**config.mk**
```make
export PLATFORM = sky130hd
export DESIGN_NAME = mult_datapath_flat
export DESIGN_NICKNAME = d
export VERILOG_FILES = /design/src/rtl/mult_datapath_if.sv /design/src/rtl/mult_datapath.sv /design/src/flat_wrapper.sv
export SDC_FILE = /design/constraint.sdc
export NUM_CORES = 1
export LEC_CHECK = 0
export ABC_AREA = 1
export CAP_MARGIN = 5
export CORE_ASPECT_RATIO = 0.9
export CORE_MARGIN = 2
export CORE_UTILIZATION = 50
export CTS_CLUSTER_DIAMETER = 100
export DETAILED_ROUTE_END_ITERATION = 8
export PLACE_DENSITY = 0.76
export RECOVER_POWER = 50
export SKIP_CTS_REPAIR_TIMING = 1
export SYNTH_ARGS = -nofsm -noshare
export SYNTH_HDL_FRONTEND = slang
export SYNTH_SLANG_ARGS = --single-unit
```
**constraint.sdc**
```tcl
create_clock -name clk -period 5.04 [get_ports clk]
set_input_delay 0.756 -clock clk [delete_from_list [all_inputs] [get_ports clk]]
set_output_delay 0.756 -clock clk [all_outputs]
set_load 0.1 [all_outputs]
```
**src/rtl/mult_datapath_if.sv**
```systemverilog
// Control/data bundle between mult_control, the operand source and mult_datapath.
// master drives operands and control strobes; slave is the datapath.
interface mult_datapath_if #(
  parameter int DATA_W = 8
);
  localparam int ACC_W = 2 * DATA_W;

  logic              start;
  logic [DATA_W-1:0] dataa;
  logic [DATA_W-1:0] datab;
  logic [1:0]        input_sel;
  logic [1:0]        shift_sel;
  logic              clk_ena;
  logic              sclr_n;
  logic              done;
  logic [1:0]        count;
  logic [ACC_W-1:0]  product;
  logic [ACC_W-1:0]  result;
  logic              result_valid;

  modport master (
    output start, dataa, datab, input_sel, shift_sel, clk_ena, sclr_n, done,
    input  count, product, result, result_valid
  );

  modport slave (
    input  start, dataa, datab, input_sel, shift_sel, clk_ena, sclr_n, done,
    output count, product, result, result_valid
  );
endinterface

```
**src/rtl/mult_datapath.sv**
```systemverilog
// Nibble-serial 8x8 multiplier datapath: selects, shifts and accumulates one
// 4x4 partial product per cycle under mult_control, then captures the result.
module mult_datapath #(
  parameter int DATA_W = 8,
  parameter int NIB_W  = DATA_W / 2,
  parameter int ACC_W  = 2 * DATA_W
) (
  input  logic           clk,
  input  logic           reset_a,
  mult_datapath_if.slave dp
);
  localparam int PP_W = 2 * NIB_W;

  generate
    if (DATA_W != 8 || NIB_W != DATA_W / 2 || ACC_W != 2 * DATA_W) begin : g_bad_param
      $error("mult_datapath supports only DATA_W=8, NIB_W=4, ACC_W=16");
    end
  endgenerate

  logic [DATA_W-1:0] opa_q, opa_d;
  logic [DATA_W-1:0] opb_q, opb_d;
  logic [1:0]        count_q, count_d;
  logic [ACC_W-1:0]  acc_q, acc_d;
  logic [ACC_W-1:0]  result_q, result_d;
  logic              done_dly_q;
  logic              result_valid_q, result_valid_d;

  logic [NIB_W-1:0]  na, nb;
  logic [PP_W-1:0]   pp;
  logic [ACC_W-1:0]  shifted;
  logic              done_rise;

  function automatic logic [PP_W-1:0] nib_mul(input logic [NIB_W-1:0] a,
                                              input logic [NIB_W-1:0] b);
    logic [PP_W-1:0] p;
    p = PP_W'(a) * PP_W'(b);
    return p;
  endfunction

  // Unused select code 11 deliberately maps to no shift so it never yields X.
  function automatic logic [ACC_W-1:0] shift_pp(input logic [PP_W-1:0] p,
                                                input logic [1:0]      sel);
    logic [ACC_W-1:0] ext;
    logic [ACC_W-1:0] res;
    ext = ACC_W'(p);
    case (sel)
      2'b01:   res = ext << NIB_W;
      2'b10:   res = ext << (2 * NIB_W);
      default: res = ext;
    endcase
    return res;
  endfunction

  function automatic logic [ACC_W-1:0] acc_add(input logic [ACC_W-1:0] a,
                                               input logic [ACC_W-1:0] b);
    logic [ACC_W-1:0] s;
    s = a + b;
    return s;
  endfunction

  always_comb begin
    na      = dp.input_sel[1] ? opa_q[DATA_W-1:NIB_W] : opa_q[NIB_W-1:0];
    nb      = dp.input_sel[0] ? opb_q[DATA_W-1:NIB_W] : opb_q[NIB_W-1:0];
    pp      = nib_mul(na, nb);
    shifted = shift_pp(pp, dp.shift_sel);
  end

  assign done_rise = dp.done & ~done_dly_q;

  always_comb begin
    opa_d          = opa_q;
    opb_d          = opb_q;
    count_d        = count_q + 2'd1;
    acc_d          = acc_q;
    result_d       = result_q;
    result_valid_d = 1'b0;

    if (dp.start) begin
      opa_d   = dp.dataa;
      opb_d   = dp.datab;
      count_d = 2'd0;
    end

    if (dp.clk_ena) begin
      acc_d = dp.sclr_n ? acc_add(acc_q, shifted) : shifted;
    end

    // Capture uses the accumulator as it stands before this edge.
    if (done_rise) begin
      result_d       = acc_q;
      result_valid_d = 1'b1;
    end
  end

  always_ff @(posedge clk) begin
    if (reset_a) begin
      opa_q          <= '0;
      opb_q          <= '0;
      count_q        <= '0;
      acc_q          <= '0;
      result_q       <= '0;
      done_dly_q     <= 1'b0;
      result_valid_q <= 1'b0;
    end else begin
      opa_q          <= opa_d;
      opb_q          <= opb_d;
      count_q        <= count_d;
      acc_q          <= acc_d;
      result_q       <= result_d;
      done_dly_q     <= dp.done;
      result_valid_q <= result_valid_d;
    end
  end

  assign dp.count        = count_q;
  assign dp.product      = acc_q;
  assign dp.result       = result_q;
  assign dp.result_valid = result_valid_q;

endmodule

```
**src/flat_wrapper.sv**
```systemverilog
// flat-port wrapper written by rule: the top's interface ports become plain ports
module mult_datapath_flat 
#(
  parameter int DATA_W = 8,
  parameter int NIB_W  = DATA_W / 2,
  parameter int ACC_W  = 2 * DATA_W
)
  (clk, reset_a, dp_start, dp_dataa, dp_datab, dp_input_sel, dp_shift_sel, dp_clk_ena, dp_sclr_n, dp_done, dp_count, dp_product, dp_result, dp_result_valid);
  mult_datapath_if #(.DATA_W(DATA_W)) dp_i ();
  input  logic clk;
  input  logic reset_a;
  input wire logic [$bits(dp_i.start)-1:0] dp_start;
  input wire logic [$bits(dp_i.dataa)-1:0] dp_dataa;
  input wire logic [$bits(dp_i.datab)-1:0] dp_datab;
  input wire logic [$bits(dp_i.input_sel)-1:0] dp_input_sel;
  input wire logic [$bits(dp_i.shift_sel)-1:0] dp_shift_sel;
  input wire logic [$bits(dp_i.clk_ena)-1:0] dp_clk_ena;
  input wire logic [$bits(dp_i.sclr_n)-1:0] dp_sclr_n;
  input wire logic [$bits(dp_i.done)-1:0] dp_done;
  output wire logic [$bits(dp_i.count)-1:0] dp_count;
  output wire logic [$bits(dp_i.product)-1:0] dp_product;
  output wire logic [$bits(dp_i.result)-1:0] dp_result;
  output wire logic [$bits(dp_i.result_valid)-1:0] dp_result_valid;
  assign dp_i.start = dp_start;
  assign dp_i.dataa = dp_dataa;
  assign dp_i.datab = dp_datab;
  assign dp_i.input_sel = dp_input_sel;
  assign dp_i.shift_sel = dp_shift_sel;
  assign dp_i.clk_ena = dp_clk_ena;
  assign dp_i.sclr_n = dp_sclr_n;
  assign dp_i.done = dp_done;
  assign dp_count = dp_i.count;
  assign dp_product = dp_i.product;
  assign dp_result = dp_i.result;
  assign dp_result_valid = dp_i.result_valid;
  mult_datapath #(.DATA_W(DATA_W), .NIB_W(NIB_W), .ACC_W(ACC_W)) u_core (.clk(clk), .reset_a(reset_a), .dp(dp_i));
endmodule
```
==> impl_metrics.tcl, run 1 <==
set metrics [dict create \
    status "completed" \
    slew_viol_final 0 \
    cpPeakStageDelay_ps 560 \
    initial_utilization_pct 52.5 \
    cts_buffers 5 \
    grt_use_total_pct 25.7 \
    ys_warn_count 0 \
    core-area_um2 6690 \
    crit_top_cell "nand2_1" \
    ys_seq_elements 52 \
    ir_drop_uv 226 \
    final_nets 660 \
    grt_remaining_overflow 0 \
    drc 0 \
    dp_cells 683 \
    post-route-min-period_ps 4790 \
    clockRootBuffer "clkbuf_8" \
    viasPerCell 5.38 \
    routedWlPerCell_um 14.4 \
    fp.dieW_um 92.4 \
    crit_cells 26 \
    fin_skew_ps 5.50 \
    synth_flop_cell "dfxtp_1" \
    final_layout_size_suffix_gt1_share_pct 12.5 \
    synth-seq-area-share_pct 29.6 \
    cts_tree "built" \
    grt_pass1_wl_um 16300 \
    design.die.area_um2 7720 \
    r2r-start "u_core.opa_q[4]" \
    antenna_found_initial 0 \
    hold_path.class "reg -> reg" \
    endpoint "u_core.dp.product[14]" \
    synth_common_cells "nand2_1, nor2_1, inv_1, dfxtp_1, o21ai_0" \
    antenna_left 0 \
    fillers 593 \
    synth_edf_count 0 \
    period_share_pct 95.1 \
    worstPathMaxFanout 7 \
    syn_area_per_cell_um2 6.77 \
    cp-start-kind "input port" \
    setup_viol 0 \
    hold_viol_final 0 \
    max_freq_mhz 209 \
    r2r_end "u_core.dp.product[14]" \
    cap_viol_max_count 0 \
    cp_slowest_cell "fa_1" \
    synth_area_um2 3510 \
    leakagePower_nw 2.26 \
    max_slew.worst_pin.slew_ps 1150 \
    vias 3720 \
    synthesis.nets 579 \
    gp_congestion 0.991 \
    io_pins 61 \
    rows 28 \
    arrival_ps 4980 \
    utilization_pct 67.5 \
    insertion_delay_ps 310 \
    firstDrtPassIters 7 \
    cp_top_family "adder cells" \
    yosys.area.top_type "dfxtp_1" \
    htreeDepth 2 \
    drt_iter0_drc 202 \
    grt_pass1_vias 3488 \
    post-synth-top-count-cell "nand2_1" \
    layout.cells.non_filler 691 \
    clock_sinks 52 \
    port-buffer-count 60 \
    crit_path_end_kind "flip-flop" \
    relSlewSlack_pct 22.9 \
    diodes 0 \
    clkTransAtPathRegs_ps 100 \
    ys_async_sr_fraction_pct 0 \
    grt_max_degree 38 \
    wl_um 9930 \
    worst-path-buf-inv 6 \
    critPathLaunch "dp_input_sel[1]" \
    crit_required_ps 5220 \
    hpwl_um 7650 \
    rrSetupSlack_ps 550 \
    area_delta_synth_final_pct 28.4 \
    yosys-top-cells-area "dfxtp_1, nand2_1, ha_1" \
    synthCells 519 \
    ys_types 37 \
    critPathKind "in -> reg" \
    clockBufferDepth 2 \
    reg2reg_depth 26 \
    synth.top_cell.area_share_pct 29.6 \
    powerDensity_nw_per_um2 273 \
    die_y_um 83.5 \
]
-- worst register-to-register path, stage by stage (launching register included) --
cell,delay [ps]
dfxtp_1,320
inv_1,50
nand2_1,60
o21a_1,140
inv_1,50
or2_2,290
fa_1,540
inv_1,60
fa_1,560
inv_1,60
fa_1,450
inv_1,70
nand3_1,80
nand3_1,100
nand2_1,90
nand2_1,80
nand2_1,80
ha_1,320
buf_4,160
nand2_1,110
nor2_1,90
a21oi_1,200
nand2_1,70
nand2_1,60
nand3_1,60
nand2_1,140
a21oi_2,60
-- per-layer routing --
metal | global-route usage (%) | vias to the layer above | share of wire (%)
met3 | 4.88 | 15 | 7.2
met1 | 33.7 | 1729 | 44
li1 | - | 1851 | -
met5 | 0 | - | 0
met4 | 6.11 | 0 | 1.3
met2 | 43.5 | 125 | 47
-- cell families (layout without fill, tap and decap cells) --
family | after synthesis | after routing | synth area share [%]
and+or+nand+nor | 232 | 232 | 28.4
AOI/OAI and AO/OA | 113 | 113 | 18.3
buffers and inverters | 82 | 164 | 8.94
DFF | 52 | 52 | 29.6
adders and majority gates | 34 | 34 | 13.2
xor gates and xnor gates | 5 | 5 | 1.25
muxes | 1 | 1 | 0.285
-- power breakdown --
part / internal (mW) / switching, mW
clock: 0.150 / 0.155
combinational: 0.150 / 0.316
sequential: 0.439 / 0.0201
total: 0.739 / 0.491
-- flip-flops by register name, indices dropped and copies added, names as in the netlist --
register                count
u_core.dp.result_valid      1
u_core.dp.product          16
u_core.dp.count             2
u_core.opb_q                8
u_core.opa_q                8
u_core.done_dly_q           1
u_core.dp.result           16
-- worst min-delay path by stage --
| stage | startpoint | end | slack, ps | cells past startpoint |
|---|---|---|---|---|
| after floorplan | u_core.opb_q[5] | u_core.opb_q[5] | 430 | 2 |
| after global placement | u_core.opb_q[6] | u_core.opb_q[6] | 450 | 2 |
| after detailed placement | u_core.opa_q[6] | u_core.opa_q[6] | 450 | 2 |
| after CTS | u_core.opa_q[6] | u_core.opa_q[6] | 470 | 2 |
| after global routing | u_core.opa_q[5] | u_core.opa_q[5] | 490 | 2 |
| final | u_core.opb_q[5] | u_core.opb_q[5] | 460 | 2 |
-- placed cells by master, fill, tap and decap left out, types with 29 or more instances in the layout --
cell type	instances
inv_1	62
buf_4	30
clkdlybuf4s50_1	31
ha_1	29
dfxtp_1	52
nand2_1	97
o21ai_0	39
a21oi_1	34
nor2_1	76
nand3_1	32
-- metrics by stage --
step / setup slack [ps] / hold slack [ps] / area (µm²) / TNS (ps) / total power [mW]
CTS: -70.1 / 467 / 4500 / -108 / 1.24
detailed placement: -400 / 452 / 4390 / -3190 / 0.935
global route: -14.9 / 488 / 4510 / -14.9 / 1.29
floorplan: 521 / 434 / 3510 / 0 / 0.790
finish: 245 / 464 / 4510 / 0 / 1.23
global placement: -317 / 445 / 4390 / -2260 / 0.926
-- layout make-up --
type / count / area, µm² / area share [%]
Sequential cell: 52 / 1040 / 23.1
Timing Repair Buffer: 90 / 831 / 18.4
Clock inverter: 3 / 46.3 / 1.03
Inverter: 66 / 248 / 5.49
Multi-Input combinational cell: 385 / 2170 / 48.0
Tap cell: 90 / 113 / 2.49
Clock buffer: 5 / 68.8 / 1.52
Note: power is estimated with default switching activity, not from simulation.
==> run 2: changes to the inputs <==
- GPL_TIMING_DRIVEN: not set -> 0
- SLEW_MARGIN: not set -> 20
==> run 2 against run 1 <==
  * Register-to-register slack improved by 70 ps
  * Highest routed layer unchanged
  * Final area fell by 4.2%
  * Wire length shrank 3.7%
==> impl_metrics.tcl, run 2 (synthesis results as in run 1) <==
set metrics [dict create \
    critPathLaunch "dp_input_sel[1]" \
    powerDensity_nw_per_um2 266 \
    viasPerCell 5.29 \
    routedWlPerCell_um 14.2 \
    leakagePower_nw 2.06 \
    grt_pass1_wl_um 16100 \
    vias 3573 \
    clkTransAtPathRegs_ps 100 \
    diodes 0 \
    rrSetupSlack_ps 620 \
    cts_buffers 5 \
    wl_um 9560 \
    ir_drop_uv 199 \
    setup_viol 0 \
    fin_skew_ps 12.1 \
    firstDrtPassIters 4 \
    grt_use_total_pct 25.5 \
    die_y_um 83.5 \
    whs_endpoint "u_core.opb_q[6]" \
    htreeDepth 2 \
    max_slew.worst_pin.slew_ps 993 \
    critPathKind "in -> reg" \
    fillers 609 \
    cp-start-kind "input port" \
    antenna_found_initial 0 \
    hpwl_um 7550 \
    total_power_mw 1.15 \
    cap_viol_max_count 0 \
    port-buffer-count 57 \
    slew_viol_final 0 \
    max_freq_mhz 214 \
    cts_tree "built" \
    r2r-start "u_core.opa_q[4]" \
    area_delta_synth_final_pct 23.1 \
    grt_max_degree 18 \
    grt_pass1_vias 3443 \
    rows 28 \
    clockBufferDepth 2 \
    postLayoutCellArea_um2 4330 \
    post-route-min-period_ps 4670 \
    reg2reg_depth 28 \
    crit_path_end_kind "flip-flop" \
    hold_path.class "reg -> reg" \
    hold_start "u_core.opb_q[6]" \
    antenna_left 0 \
    final_layout_size_suffix_gt1_share_pct 9.74 \
    drt_iter0_drc 193 \
    clockRootBuffer "clkbuf_8" \
    io_pins 61 \
    insertion_delay_ps 310 \
    arrival_ps 4850 \
    crit_required_ps 5220 \
    clock_sinks 52 \
    hold_viol_final 0 \
    rsz0062_at_grt "no" \
    period_share_pct 92.7 \
    hold-worst-slack_ps 465 \
    holdPathStages 2 \
    design.die.area_um2 7720 \
    status "completed" \
    core-area_um2 6690 \
    final_common_cell "nand2_1" \
    gp_congestion 0.969 \
    initial_utilization_pct 52.5 \
    multiInputGateArea_um2 2200 \
    fp.dieW_um 92.4 \
    place_area_um2 4200 \
    grt_remaining_overflow 0 \
    worstPathMaxFanout 7 \
    r2r_end "u_core.dp.product[13]" \
    drc 0 \
    final_nets 644 \
    relSlewSlack_pct 33.6 \
    layout_common_cells "nand2_1, nor2_1, inv_1, dfxtp_1, clkdlybuf4s50_1" \
    ff_latch_area_um2 1040 \
    utilization_pct 64.6 \
]
run 2: cell count changes in the layout (fill, tap and decap cells not counted), moves of 4 or more:
cell / change
buf_4: -28
clkbuf_1: +12
clkdlybuf4s50_1: +16
dlygate4sd3_1: -19
nand2_1: -4
nand2_2: +4
o21ai_0: -5
o21ai_1: +5
run 2: worst max-delay path, cell delays in order:
cell and delay (ps):
clkbuf_2 150, nand2_1 90, o21a_1 140, inv_1 60, or2_2 290, fa_1 540
inv_1 60, fa_1 560, inv_1 80, fa_2 420, inv_1 70, nand3_1 90
nand2_1 90, nand2_1 60, nand2_2 100, nand2_1 80, nand2_2 110, ha_4 220
nand2_1 60, nand2_1 100, a21oi_2 220, nor2_1 60, nor2_1 130, nand2_1 70
nand2_1 50, nand3_1 60, nand2_1 90, a21oi_1 60
run 2: how the worst max path moves through the flow:
| stage | end | depth (start not counted) | slack [ps] |
|---|---|---|---|
| 6_report | u_core.dp.product[13] | 28 | 370 |
| 5_1_grt | u_core.dp.product[15] | 28 | 5 |
| 4_1_cts | u_core.dp.product[15] | 27 | -230 |
| 3_5_place_dp | u_core.dp.product[15] | 27 | -510 |
| 3_3_place_gp | u_core.dp.product[15] | 27 | -470 |
| 2_1_floorplan | u_core.dp.product[15] | 26 | 520 |
run 2: final cells by class:
class	instances	share of cell area [%]
timing repair buffer	58	13.1
sequential	52	24.1
clock inverter	3	0.492
tap	90	2.60
clock buffer	5	1.59
buffer	16	1.53
multi-input combinational	385	50.9
inverter	66	5.73
run 2: power breakdown:
group / leakage, nW / switching, mW / internal [mW]
Clock: 0.0445 / 0.149 / 0.0990
Sequential: 0.430 / 0.0212 / 0.439
Combinational: 1.59 / 0.311 / 0.131
run 2: through the flow:
step                      setup slack, ps  std cells  setup TNS, ps
after CTS                            -228        674          -1210
after global routing                 4.84        675              0
after detailed placement             -506        666          -4190
after floorplan                       521        519              0
after global placement               -468        666          -3740
final                                 370        675              0
run 2: metal layers:
layer / routed length, µm / vias to the layer above / global-route usage [%]
met2: 4440 / 99 / 42.0
met4: 163 / 0 / 6.51
li1: - / 1816 / -
met1: 4370 / 1643 / 34.2
met5: 0 / - / 0
met3: 590 / 15 / 4.79
==> run 3: changes to the inputs <==
- CAP_MARGIN: 5 -> not set
- DONT_BUFFER_PORTS: not set -> 1
- PLACE_DENSITY: 0.76 -> not set
==> run 3 against run 2 <==
  * Critical path depth fell by 2
  * Via count fell by 6.5%
  * Critical path type unchanged
  * Register-to-register slack got worse by 160 ps
  * Clock power is 23% higher
  * First-iteration DRC count is 9.8% lower
  * Worst hold slack about the same
  * Largest cell class unchanged
  * Sequential share of layout area up 3.6 points
  * Wire length decreased by 1.6%
==> impl_metrics.tcl, run 3 (synthesis results as in run 1) <==
set metrics [dict create \
    met3_usage_pct 4.52 \
    drt_iter0_drc 174 \
    grt_use_total_pct 25.2 \
    post-route-min-period_ps 4660 \
    initial_utilization_pct 52.5 \
    grt_remaining_overflow 0 \
    final_common_cell "nand2_1" \
    antenna_found_initial 0 \
    met1_usage_pct 32.6 \
    max_slew.worst_pin.slew_ps 1120 \
    critPathKind "in -> reg" \
    gp_congestion 0.912 \
    rsz0062_at_grt "no" \
    grt_pass1_vias 3179 \
    rows 28 \
    ir_drop_uv 195 \
    area_delta_synth_final_pct 6.87 \
    crit_path_end_kind "flip-flop" \
    max_freq_mhz 214 \
    dp_cells 609 \
    cp-start-kind "input port" \
    slew_viol_final 0 \
    clkTransAtPathRegs_ps 100 \
    cts_tree "built" \
    wl_um 9410 \
    routedWlPerCell_um 15.2 \
    io_pins 61 \
    hold_path.class "reg -> reg" \
    final_nets 587 \
    design.die.area_um2 7720 \
    core-area_um2 6690 \
    clock_sinks 52 \
    die_y_um 83.5 \
    arrival_ps 4880 \
    relSlewSlack_pct 25.0 \
    layout_common_cells "nand2_1, nor2_1, inv_1, dfxtp_1, o21ai_0" \
    setup_viol 0 \
    htreeDepth 2 \
    insertion_delay_ps 310 \
    grt_max_degree 17 \
    clockRootBuffer "clkbuf_8" \
    worstPathMaxFanout 7 \
    clockBufferDepth 2 \
    firstDrtPassIters 4 \
    powerDensity_nw_per_um2 306 \
    period_share_pct 92.5 \
    final_layout_size_suffix_gt1_share_pct 8.90 \
    vias 3342 \
    fin_skew_ps 8.86 \
    use_met2_pct 43.5 \
    grt_pass1_wl_um 15500 \
    busiest_layer "met2" \
    hold_viol_final 0 \
    status "completed" \
    viasPerCell 5.41 \
    port-buffer-count 0 \
    crit_required_ps 5250 \
    layout.cells.non_filler 618 \
    diodes 0 \
    leakagePower_nw 1.85 \
    antenna_left 0 \
    drc 0 \
    hold-worst-slack_ps 465 \
    cts_buffers 5 \
    hpwl_um 7430 \
    fp.dieW_um 92.4 \
    cap_viol_max_count 0 \
]
[run 3: layer usage]
metal | routed length, µm | up-vias
met5 | 0 | -
met4 | 108 | 0
met3 | 645 | 8
met2 | 4510 | 92
met1 | 4140 | 1535
li1 | - | 1707
[run 3: area by class of cell]
type / count / area [µm²]
fill: 673 / 2940
multi-input combinational: 385 / 2160
sequential: 52 / 1040
inverter: 66 / 248
tap: 90 / 113
clock buffer: 6 / 82.6
buffer: 16 / 66.3
clock inverter: 2 / 38.8
timing repair buffer: 1 / 7.51
[run 3: metrics by stage]
stage	util, %	power [mW]	setup TNS, ps	setup slack, ps	area (µm²)
CTS	56.0	1.16	0	309	3750
global route	56.1	1.21	0	6.40	3760
floorplan	-	0.790	0	521	3510
detailed placement	54.2	0.853	-4.58	-3.43	3630
finish	56.1	1.15	0	376	3760
global placement	54.2	0.849	0	33.6	3630
[run 3: final timing paths]
check                                     start                     to  depth (start not counted)  slack, ps
worst min-delay path            u_core.opb_q[4]        u_core.opb_q[4]                          2        460
worst max register to register  u_core.opa_q[4]  u_core.dp.product[15]                         27        460
worst min register to register  u_core.opb_q[4]        u_core.opb_q[4]                          2        460
worst max-delay path            dp_input_sel[1]  u_core.dp.product[15]                         26        380
[run 3: where the power goes]
group	leakage, nW	switching, mW	total [mW]	internal, mW
Combinational	1.36	0.162	0.247	0.0850
Clock	0.0614	0.143	0.305	0.163
Sequential	0.430	0.160	0.598	0.439
[run 3: critical path, stage by stage]
cell and delay, ps:
nand2_1 40, o21a_1 140, inv_1 70, or2_2 290, fa_1 540, inv_1 50, fa_1 570, inv_1 70
fa_1 460, inv_1 70, nand3_1 80, nand3_1 90, nand2_1 110, nand2_1 100, nand2_1 70, ha_1 340
a21oi_1 210, nand2_1 100, a21oi_1 210, nand2_1 80, nand2_1 80, nand3_1 90, nand2_1 60, nand3_1 60
nand2_1 60, inv_1 40
